===== src/rtl/bitrev_reorder_buf_if.sv =====
// bitrev_reorder_buf_if: streaming bundle for the bit-reversal reorder buffer.
//
// Input stream  : in_valid/in_ready handshake, in_data, in_last, rev_en (frame mode)
// Output stream : out_valid/out_ready handshake, out_data, out_idx, out_last
// Status        : frame_err (one-cycle framing-mismatch pulse)
//
// slave  modport: used by the buffer itself.
// master modport: used by the source/sink attached to the buffer.
interface bitrev_reorder_buf_if #(
    parameter int unsigned N  = 3,
    parameter int unsigned DW = 16
);
    logic              rev_en;
    logic              in_valid;
    logic              in_ready;
    logic [2*DW-1:0]   in_data;
    logic              in_last;
    logic              out_valid;
    logic              out_ready;
    logic [2*DW-1:0]   out_data;
    logic [N-1:0]      out_idx;
    logic              out_last;
    logic              frame_err;

    modport slave (
        input  rev_en, in_valid, in_data, in_last, out_ready,
        output in_ready, out_valid, out_data, out_idx, out_last, frame_err
    );

    modport master (
        output rev_en, in_valid, in_data, in_last, out_ready,
        input  in_ready, out_valid, out_data, out_idx, out_last, frame_err
    );
endinterface


===== src/rtl/bitrev_reorder_buf.sv =====
// bitrev_reorder_buf: ping-pong frame buffer that replays each 2^N-sample frame
// either in natural order or in bit-reversed order (mode latched on the first
// beat of each frame).
//
// Ports:
//   clk_i   - single clock, all state updates on the rising edge
//   rst_ni  - synchronous active-low reset
//   bus_io  - bitrev_reorder_buf_if.slave: input stream, output stream, frame_err
module bitrev_reorder_buf #(
    parameter int unsigned N  = 3,
    parameter int unsigned DW = 16
) (
    input  logic                  clk_i,
    input  logic                  rst_ni,
    bitrev_reorder_buf_if.slave   bus_io
);

    localparam int unsigned Depth  = 1 << N;
    localparam logic [N-1:0] CntMax = '1;

    function automatic logic [N-1:0] bitrev(input logic [N-1:0] a);
        logic [N-1:0] r;
        for (int i = 0; i < int'(N); i++) begin
            r[i] = a[N-1-i];
        end
        return r;
    endfunction

    // Bank storage is never reset; the full flags alone decide what is valid.
    logic [2*DW-1:0] mem_q [2][Depth];

    logic [1:0]      full_q, full_d;
    logic [1:0]      mode_q, mode_d;
    logic            wr_bank_q, wr_bank_d;
    logic            rd_bank_q, rd_bank_d;
    logic [N-1:0]    wr_cnt_q, wr_cnt_d;
    logic [N-1:0]    rd_cnt_q, rd_cnt_d;
    logic            out_valid_q, out_valid_d;
    logic [2*DW-1:0] out_data_q, out_data_d;
    logic [N-1:0]    out_idx_q, out_idx_d;
    logic            out_last_q, out_last_d;
    logic            frame_err_q, frame_err_d;

    logic            in_ready;
    logic            wr_fire;
    logic            wr_end;
    logic            rd_load;
    logic            rd_end;
    logic [N-1:0]    rd_addr;

    assign in_ready = rst_ni & ~full_q[wr_bank_q];
    assign wr_fire  = bus_io.in_valid & in_ready;
    assign wr_end   = wr_fire & (wr_cnt_q == CntMax);
    // The output register refills whenever it is empty or being drained this cycle.
    assign rd_load  = full_q[rd_bank_q] & (~out_valid_q | bus_io.out_ready);
    assign rd_end   = rd_load & (rd_cnt_q == CntMax);
    assign rd_addr  = mode_q[rd_bank_q] ? bitrev(rd_cnt_q) : rd_cnt_q;

    always_comb begin
        full_d      = full_q;
        mode_d      = mode_q;
        wr_bank_d   = wr_bank_q;
        rd_bank_d   = rd_bank_q;
        wr_cnt_d    = wr_cnt_q;
        rd_cnt_d    = rd_cnt_q;
        out_valid_d = out_valid_q;
        out_data_d  = out_data_q;
        out_idx_d   = out_idx_q;
        out_last_d  = out_last_q;
        // Framing is judged against wr_cnt only; in_last never moves a boundary.
        frame_err_d = wr_fire & (bus_io.in_last ^ (wr_cnt_q == CntMax));

        if (wr_fire) begin
            wr_cnt_d = wr_cnt_q + 1'b1;
            if (wr_cnt_q == '0) begin
                mode_d[wr_bank_q] = bus_io.rev_en;
            end
            if (wr_end) begin
                full_d[wr_bank_q] = 1'b1;
                wr_bank_d         = ~wr_bank_q;
            end
        end

        // Writer and reader always sit on different banks when they touch a full
        // flag, so the set above and the clear below never hit the same bit.
        if (rd_load) begin
            out_data_d  = mem_q[rd_bank_q][rd_addr];
            out_idx_d   = rd_addr;
            out_last_d  = (rd_cnt_q == CntMax);
            out_valid_d = 1'b1;
            rd_cnt_d    = rd_cnt_q + 1'b1;
            if (rd_end) begin
                full_d[rd_bank_q] = 1'b0;
                rd_bank_d         = ~rd_bank_q;
            end
        end else if (bus_io.out_ready) begin
            out_valid_d = 1'b0;
        end
    end

    always_ff @(posedge clk_i) begin
        if (!rst_ni) begin
            full_q      <= '0;
            mode_q      <= '0;
            wr_bank_q   <= 1'b0;
            rd_bank_q   <= 1'b0;
            wr_cnt_q    <= '0;
            rd_cnt_q    <= '0;
            out_valid_q <= 1'b0;
            out_data_q  <= '0;
            out_idx_q   <= '0;
            out_last_q  <= 1'b0;
            frame_err_q <= 1'b0;
        end else begin
            full_q      <= full_d;
            mode_q      <= mode_d;
            wr_bank_q   <= wr_bank_d;
            rd_bank_q   <= rd_bank_d;
            wr_cnt_q    <= wr_cnt_d;
            rd_cnt_q    <= rd_cnt_d;
            out_valid_q <= out_valid_d;
            out_data_q  <= out_data_d;
            out_idx_q   <= out_idx_d;
            out_last_q  <= out_last_d;
            frame_err_q <= frame_err_d;
        end
    end

    always_ff @(posedge clk_i) begin
        if (wr_fire) begin
            mem_q[wr_bank_q][wr_cnt_q] <= bus_io.in_data;
        end
    end

    assign bus_io.in_ready  = in_ready;
    assign bus_io.out_valid = out_valid_q;
    assign bus_io.out_data  = out_data_q;
    assign bus_io.out_idx   = out_idx_q;
    assign bus_io.out_last  = out_last_q;
    assign bus_io.frame_err = frame_err_q;

endmodule


===== src/flat_wrapper.sv =====
// flat-port wrapper written by rule: the top's interface ports become plain ports
module bitrev_reorder_buf_flat 
#(
    parameter int unsigned N  = 3,
    parameter int unsigned DW = 16
)
  (clk_i, rst_ni, bus_io_rev_en, bus_io_in_valid, bus_io_in_data, bus_io_in_last, bus_io_out_ready, bus_io_in_ready, bus_io_out_valid, bus_io_out_data, bus_io_out_idx, bus_io_out_last, bus_io_frame_err);
  bitrev_reorder_buf_if #(.N(N), .DW(DW)) bus_io_i ();
  input  logic clk_i;
  input  logic rst_ni;
  input wire logic [$bits(bus_io_i.rev_en)-1:0] bus_io_rev_en;
  input wire logic [$bits(bus_io_i.in_valid)-1:0] bus_io_in_valid;
  input wire logic [$bits(bus_io_i.in_data)-1:0] bus_io_in_data;
  input wire logic [$bits(bus_io_i.in_last)-1:0] bus_io_in_last;
  input wire logic [$bits(bus_io_i.out_ready)-1:0] bus_io_out_ready;
  output wire logic [$bits(bus_io_i.in_ready)-1:0] bus_io_in_ready;
  output wire logic [$bits(bus_io_i.out_valid)-1:0] bus_io_out_valid;
  output wire logic [$bits(bus_io_i.out_data)-1:0] bus_io_out_data;
  output wire logic [$bits(bus_io_i.out_idx)-1:0] bus_io_out_idx;
  output wire logic [$bits(bus_io_i.out_last)-1:0] bus_io_out_last;
  output wire logic [$bits(bus_io_i.frame_err)-1:0] bus_io_frame_err;
  assign bus_io_i.rev_en = bus_io_rev_en;
  assign bus_io_i.in_valid = bus_io_in_valid;
  assign bus_io_i.in_data = bus_io_in_data;
  assign bus_io_i.in_last = bus_io_in_last;
  assign bus_io_i.out_ready = bus_io_out_ready;
  assign bus_io_in_ready = bus_io_i.in_ready;
  assign bus_io_out_valid = bus_io_i.out_valid;
  assign bus_io_out_data = bus_io_i.out_data;
  assign bus_io_out_idx = bus_io_i.out_idx;
  assign bus_io_out_last = bus_io_i.out_last;
  assign bus_io_frame_err = bus_io_i.frame_err;
  bitrev_reorder_buf #(.N(N), .DW(DW)) u_core (.clk_i(clk_i), .rst_ni(rst_ni), .bus_io(bus_io_i));
endmodule

===== config.mk =====
export PLATFORM = sky130hd
export DESIGN_NAME = bitrev_reorder_buf_flat
export DESIGN_NICKNAME = d
export VERILOG_FILES = /design/src/rtl/bitrev_reorder_buf_if.sv /design/src/rtl/bitrev_reorder_buf.sv /design/src/flat_wrapper.sv
export SDC_FILE = /design/constraint.sdc
export NUM_CORES = 1
export LEC_CHECK = 0
export BUFFER_PORTS_ARGS = -buffer_cell sky130_fd_sc_hd__buf_2
export CAP_MARGIN = 20
export CORE_ASPECT_RATIO = 1.1
export CORE_MARGIN = 2
export CORE_UTILIZATION = 55
export DETAILED_ROUTE_END_ITERATION = 12
export PLACE_DENSITY = 0.72
export SKIP_CTS_REPAIR_TIMING = 1
export SYNTH_ARGS = -nofsm -noshare
export SYNTH_HDL_FRONTEND = slang
export SYNTH_SLANG_ARGS = --single-unit

===== constraint.sdc =====
create_clock -name clk_i -period 4.5 [get_ports clk_i]
set_input_delay 0.225 -clock clk_i [delete_from_list [all_inputs] [get_ports clk_i]]
set_output_delay 0.225 -clock clk_i [all_outputs]
set_load 0.01 [all_outputs]

### Word-level counts from Yosys, hierarchy flattened

Memory sizes are Yosys's and may differ from the RTL's. A register that Yosys moved wholly into a read port is not among the register bits.
Cells that the tools add are included.

| storage, ports and cells | value |
|---|---|
| bits in registers | 50 |
| memories kept | 1 |
| bits of input ports | 38 |
| logic and storage cells | 75 |
| output and inout port bits | 39 |
| bits in writable memories | 512 |

| operators by class | value |
|---|---|
| add/subtract/negate cells | 2 |
| reduce and logical (&&, ||, !) cells | 8 |
| order comparisons | 7 |
| equality and inequality tests | 2 |
| mux-type cells | 27 |
| bitwise operators | 17 |

Memory list:

| name | depth | width | read ports | clocked after memory_dff | wr ports | RTL line | RTL |
|---|---|---|---|---|---|---|---|
| u_core.mem_q | 2 | 256 | 1 | 1 | 1 | bitrev_reorder_buf.sv:30 | `logic [2*DW-1:0] mem_q [2][Depth];` |

Operators by type and width:

| cell | count |
|---|---|
| 256-bit two-way mux | 1 |
| 32-bit binary-select mux with 3-bit select | 1 |
| 32-bit demux with 3-bit select | 1 |
| 32-bit two-way mux | 3 |
| 1-bit two-way mux | 13 |
| 4-bit greater-or-equal comparator (second input constant) | 2 |
| 2-bit two-way mux | 4 |
| 3-bit NOT with 4-bit output | 2 |
| 3-bit by 1-bit adder with 3-bit output (second input constant) | 2 |
| 1-bit AND | 6 |
| 3-bit == test (second input constant) | 2 |
| 2-bit AND reduction | 3 |
| 1-bit by 2-bit < comparator with 1-bit output (second input constant) | 2 |
| 4-bit by 1-bit < comparator with 1-bit output (second input constant) | 1 |
| 1-bit NOT | 4 |
| 1-bit logical AND | 3 |
| 3-bit zero test | 1 |
| 3-bit two-way mux | 1 |
| 2-bit AND | 1 |
| 2-bit bitwise mux | 1 |
| 1-bit demux with 1-bit select | 2 |
| 1-bit greater-or-equal comparator (second input constant) | 2 |
| 2-bit NOT | 1 |
| 2-bit OR | 1 |
| 3 further kinds | 3 |

### Depth between registers and ports, before layout

| depth | value |
|---|---|
| word-level depth | 11 |
| mapped depth | 11 |
| depth with buffers taken out | 6 |

### Worst setup path after synthesis

Ideal clock, no wire load.

| path | value |
|---|---|
| path type | register -> register |
| from | reg u_core.wr_bank_q |
| to | mem u_core.mem_q[0][160] (netlist name), enable pin |
| buffers on the path | 1 |
| clock period less this slack | 3.802 ns |
| arrival time | 3.341 ns |
| path slack | 0.698 ns |
| data required time | 4.039 ns |
| library setup time | 0.461 ns |
| cell stages (with the launch flop) | 6 |
| path through | dfxtp_1 mux2i_1 and3_1 clkbuf_1 nand3_1 nor3_1 |

| between the ends | value |
|---|---|
| cells in the longest elaborated chain, start to end | 7 |

Ends and longest elaborated chain:

| what | RTL line | RTL |
|---|---|---|
| start, declared | bitrev_reorder_buf.sv:34 | `logic wr_bank_q, wr_bank_d;` |
| start signal, assigned | bitrev_reorder_buf.sv:117 | `wr_bank_q <= wr_bank_d;` |
| 1-bit two-way mux (not written as such) (2 in series) | bitrev_reorder_buf.sv:51 | `assign in_ready = rst_ni & ~full_q[wr_bank_q];` |
| 1-bit NOT | bitrev_reorder_buf.sv:51 |  |
| 1-bit AND | bitrev_reorder_buf.sv:51 |  |
| 1-bit AND | bitrev_reorder_buf.sv:52 | `assign wr_fire = bus_io.in_valid & in_ready;` |
| 1-bit two-way mux | bitrev_reorder_buf.sv:130 | `if (wr_fire) begin` |
| 256-bit two-way mux (not written as such) | bitrev_reorder_buf.sv:131 | `mem_q[wr_bank_q][wr_cnt_q] <= bus_io.in_data;` |
| end, declared | bitrev_reorder_buf.sv:30 |  |

Several ways; a longest one is shown, not always the timed one. The select of a mux whose other input is x is not followed.

### Worst setup path after layout

| path | value |
|---|---|
| from | reg u_core.rd_bank_q |
| to | reg u_core.out_data_q[21], in the netlist u_core.bus_io.out_data[21] |

| between the ends | value |
|---|---|
| cells in the longest elaborated chain, start to end | 7 |
| elaborated cells between the ends (all ways) | 10 |
| those cells by class | mux: 8; bitwise: 2 |

Ends and longest elaborated chain:

| what | RTL line | RTL |
|---|---|---|
| start, declared | bitrev_reorder_buf.sv:35 | `logic rd_bank_q, rd_bank_d;` |
| start signal, assigned | bitrev_reorder_buf.sv:118 | `rd_bank_q <= rd_bank_d;` |
| 1-bit two-way mux (not written as such) (2 in series) | bitrev_reorder_buf.sv:57 | `assign rd_addr = mode_q[rd_bank_q] ? bitrev(rd_cnt_q) : rd_cnt_q;` |
| 3-bit two-way mux | bitrev_reorder_buf.sv:57 |  |
| 3-bit NOT with 4-bit output (not written as such) | bitrev_reorder_buf.sv:87 | `out_data_d = mem_q[rd_bank_q][rd_addr];` |
| 32-bit binary-select mux with 3-bit select | bitrev_reorder_buf.sv:87 |  |
| 32-bit two-way mux (not written as such) (2 in series) | bitrev_reorder_buf.sv:87 |  |
| end signal, assigned | bitrev_reorder_buf.sv:122 | `out_data_q <= out_data_d;` |
| end, declared | bitrev_reorder_buf.sv:39 | `logic [2*DW-1:0] out_data_q, out_data_d;` |

Several ways; a longest one is shown, not always the timed one. The select of a mux whose other input is x is not followed.
A chain may end at the register's enable or synchronous reset.

==> metrics.cfg <==
[outcome]
status=complete, no violations

[logic_synthesis]
yosys_warnings=0
yosysSeqAreaShare=0.734
postSynth.asyncResetShare=0
ys_seq_elements=563
mappedNetlistArea_um2=22300
synth_area_per_cell_um2=14.9
synth.top_cell.area_share=0.688
synth_largest_area_cell=edfxtp_1
ys_top_cells_by_area=edfxtp_1 (69%), dfxtp_1 (4.6%), mux2i_1 (3.9%)
ys.flop_type=edfxtp_1
synth.distinct_cells=69
synthesis.nets=1543
netlist_instances=1500
synth-edff-count=512

[grt]
grt_util_all_layers=0.268
first_global_vias=13861
initial_antenna_violation_count=3
grt_max_degree=74
globalRoute.totalOverflow=0
grt_pass1_wl_mm=83.9

[worst_setup_path]
reg2regPathDepth=6
crit_cells=6
crit_chain=mux2i_4 > mux2_8 > buf_4 > mux2i_1 > o211ai_1 > o32a_1
worst-path-buf-inv=1
timing.critical_path.arrival_ps=3640
cp_slowest_cell=mux2_8
cp_required_ps=4970
timing.critical_path.slowest_cell_delay_ps=650
cp-start-kind=flip-flop
setup.worst_path.class=reg2reg
largest_delay_contributor_family_on_the_critical_path=multiplexers
crit_path_end_kind=flip-flop
critical_path_peak_fanout=73

[cts]
clock_insertion_delay_at_the_later_pin_of_the_skew_report_ps=600
cts_made_buffers=54
tritoncts=built
clkSinkCount=563
clockRootBuffer=clkbuf_16
clockBufferDepth=3
cts_htree_levels=2
clk_pin_slew_worst_paths_ps=60

[detailed_routing]
drt_pass1_iterations=5
drc=0
wirelength_mm=56.4
wl_met1_mm=21.4
route.top_layer_used=met5
route.vias.total=13854
detailedRoute.firstIterationViolations=1356
dr_wl_met3_mm=4.98
final_antenna_violating_net_count=0
drt-vias-per-instance=6.45
drt-wirelength-per-cell_um=26.2
route.met2.wl_mm=28.2

[timing]
post-route-min-period_ps=3160
max_freq_mhz=316
hold_viol=0
final_max_slew_viol_count=0
maxSlewHeadroom=0.244
finalSetupViolations=0
finClkSkew_ps=17.7
final.setup.tns_ps=0
worst_slew_pin_tran_ps=1130
final.period_utilization=0.702
grt_setup_unrepaired=false

[worst_hold_path]
worst_hold_path.num_cells=1
min-delay-path-class=in2reg

[placement]
port-buffer-count=76
final_replace_weighted_congestion=0.816
place_area_um2=23400
hpwlAfterDp_mm=32.4

[cells_and_area]
filler_cell_count=2898
most_common_library_cell_in_the_layout_ignoring_fill_and_taps=edfxtp_1
final_cell_area_um2=25100
layout.core_utilization=0.626
finalNetCount=1633
layout_common_cells=edfxtp_1 (512), nand2_1 (208), mux2i_1 (86)
drive_gt1_frac=0.151
areaGrowthSynthToFinish_pct=12.6

[floorplan]
coreArea_um2=40200
core.rowCount=77
design.die.area_um2=42200
die_h_um=215
die_width_um=196
starting_utilization_of_the_core_area=0.556
io-pin-count=77

[run]
drv_cap=0

[power]
leak_nw=7.98
power-per-cell-area_nw_per_um2=410
vdd_drop_max_v=0.000449

-- power breakdown --
part | switching (mW) | total (mW) | internal (mW)
clock network | 1.85 | 4.41 | 2.56
logic | 0.128 | 0.168 | 0.0394
registers | 0.00798 | 5.73 | 5.73
total | 1.98 | 10.3 | 8.32
-- per-layer routing --
| metal | vias up | GRT usage |
|---|---|---|
| met4 | 2 | 0.104 |
| met1 | 6970 | 0.343 |
| li1 | 6048 | - |
| met3 | 140 | 0.0513 |
| met5 | - | 0 |
| met2 | 694 | 0.455 |
-- cells in the mapped netlist (all sizes together), types with 3 or more instances --
master	number
nor2	90
a311o	6
clkbuf	48
edfxtp	512
a211o	5
a2bb2oi	6
o32a	14
mux2i	89
nand2b	3
nor3b	3
a22oi	14
o211ai	20
o221ai	32
nor3	10
a21oi	47
nand2	210
o21bai	12
a311oi	11
inv	5
a221oi	19
a22o	4
and3	6
nor4	4
mux2	13
o21a	7
ha	5
o21ai	40
a31oi	26
a21o	5
nand4bb	3
o22ai	41
dfxtp	51
o22a	6
mux4	9
nand3	39
buf	46
o31ai	6
nand4	6
xnor2	3
-- metrics by stage --
step	setup slack (ps)	cells	hold slack, ps	total power [mW]
global placement	1430	2040	445	6.00
global route	1160	2148	0.0968	10.6
floorplan	698	1500	324	5.90
CTS	1370	2140	-132	10.3
detailed placement	1390	2040	448	6.01
finish	1340	2149	6.59	10.3
-- final timing paths --
check / slack [ps] / endpoint / from
setup / recovery: 1340 / u_core.bus_io.out_data[21] / u_core.rd_bank_q
hold reg to reg: 460 / u_core.bus_io.out_idx[1] / u_core.bus_io.out_idx[1]
setup reg to reg: 1340 / u_core.bus_io.out_data[21] / u_core.rd_bank_q
hold / removal: 7 / u_core.mem_q[1][209] / bus_io_in_data[17]
-- sequential cells by signal (all words and copies together) (netlist names), 2 cells and up, named ones only --
signal,cells
u_core.bus_io.out_idx,3
u_core.bus_io.out_data,32
u_core.mem_q,512
u_core.full_q,2
u_core.rd_cnt_q,3
u_core.mode_q,2
u_core.wr_cnt_q,3
-- final cells by class --
type / count / area [µm²] / area share
diodes: 2 / 5.00 / 0.000199
clock buffers: 86 / 1580 / 0.0626
clock inverters: 14 / 144 / 0.00572
inverters: 7 / 26.3 / 0.00104
multi-input cells: 836 / 5540 / 0.220
flip-flops and latches: 563 / 16400 / 0.652
well taps: 513 / 642 / 0.0255
repair buffers: 128 / 813 / 0.0323
-- cells by family after synthesis --
kind of cell | share of synthesized area
fa+ha+maj | 0.00280
mux | 0.0571
simple gates | 0.0727
xor+xnor | 0.00196
compound gates | 0.107
buf+inv | 0.0245
flops | 0.734
(Power assumes the default switching activity.)
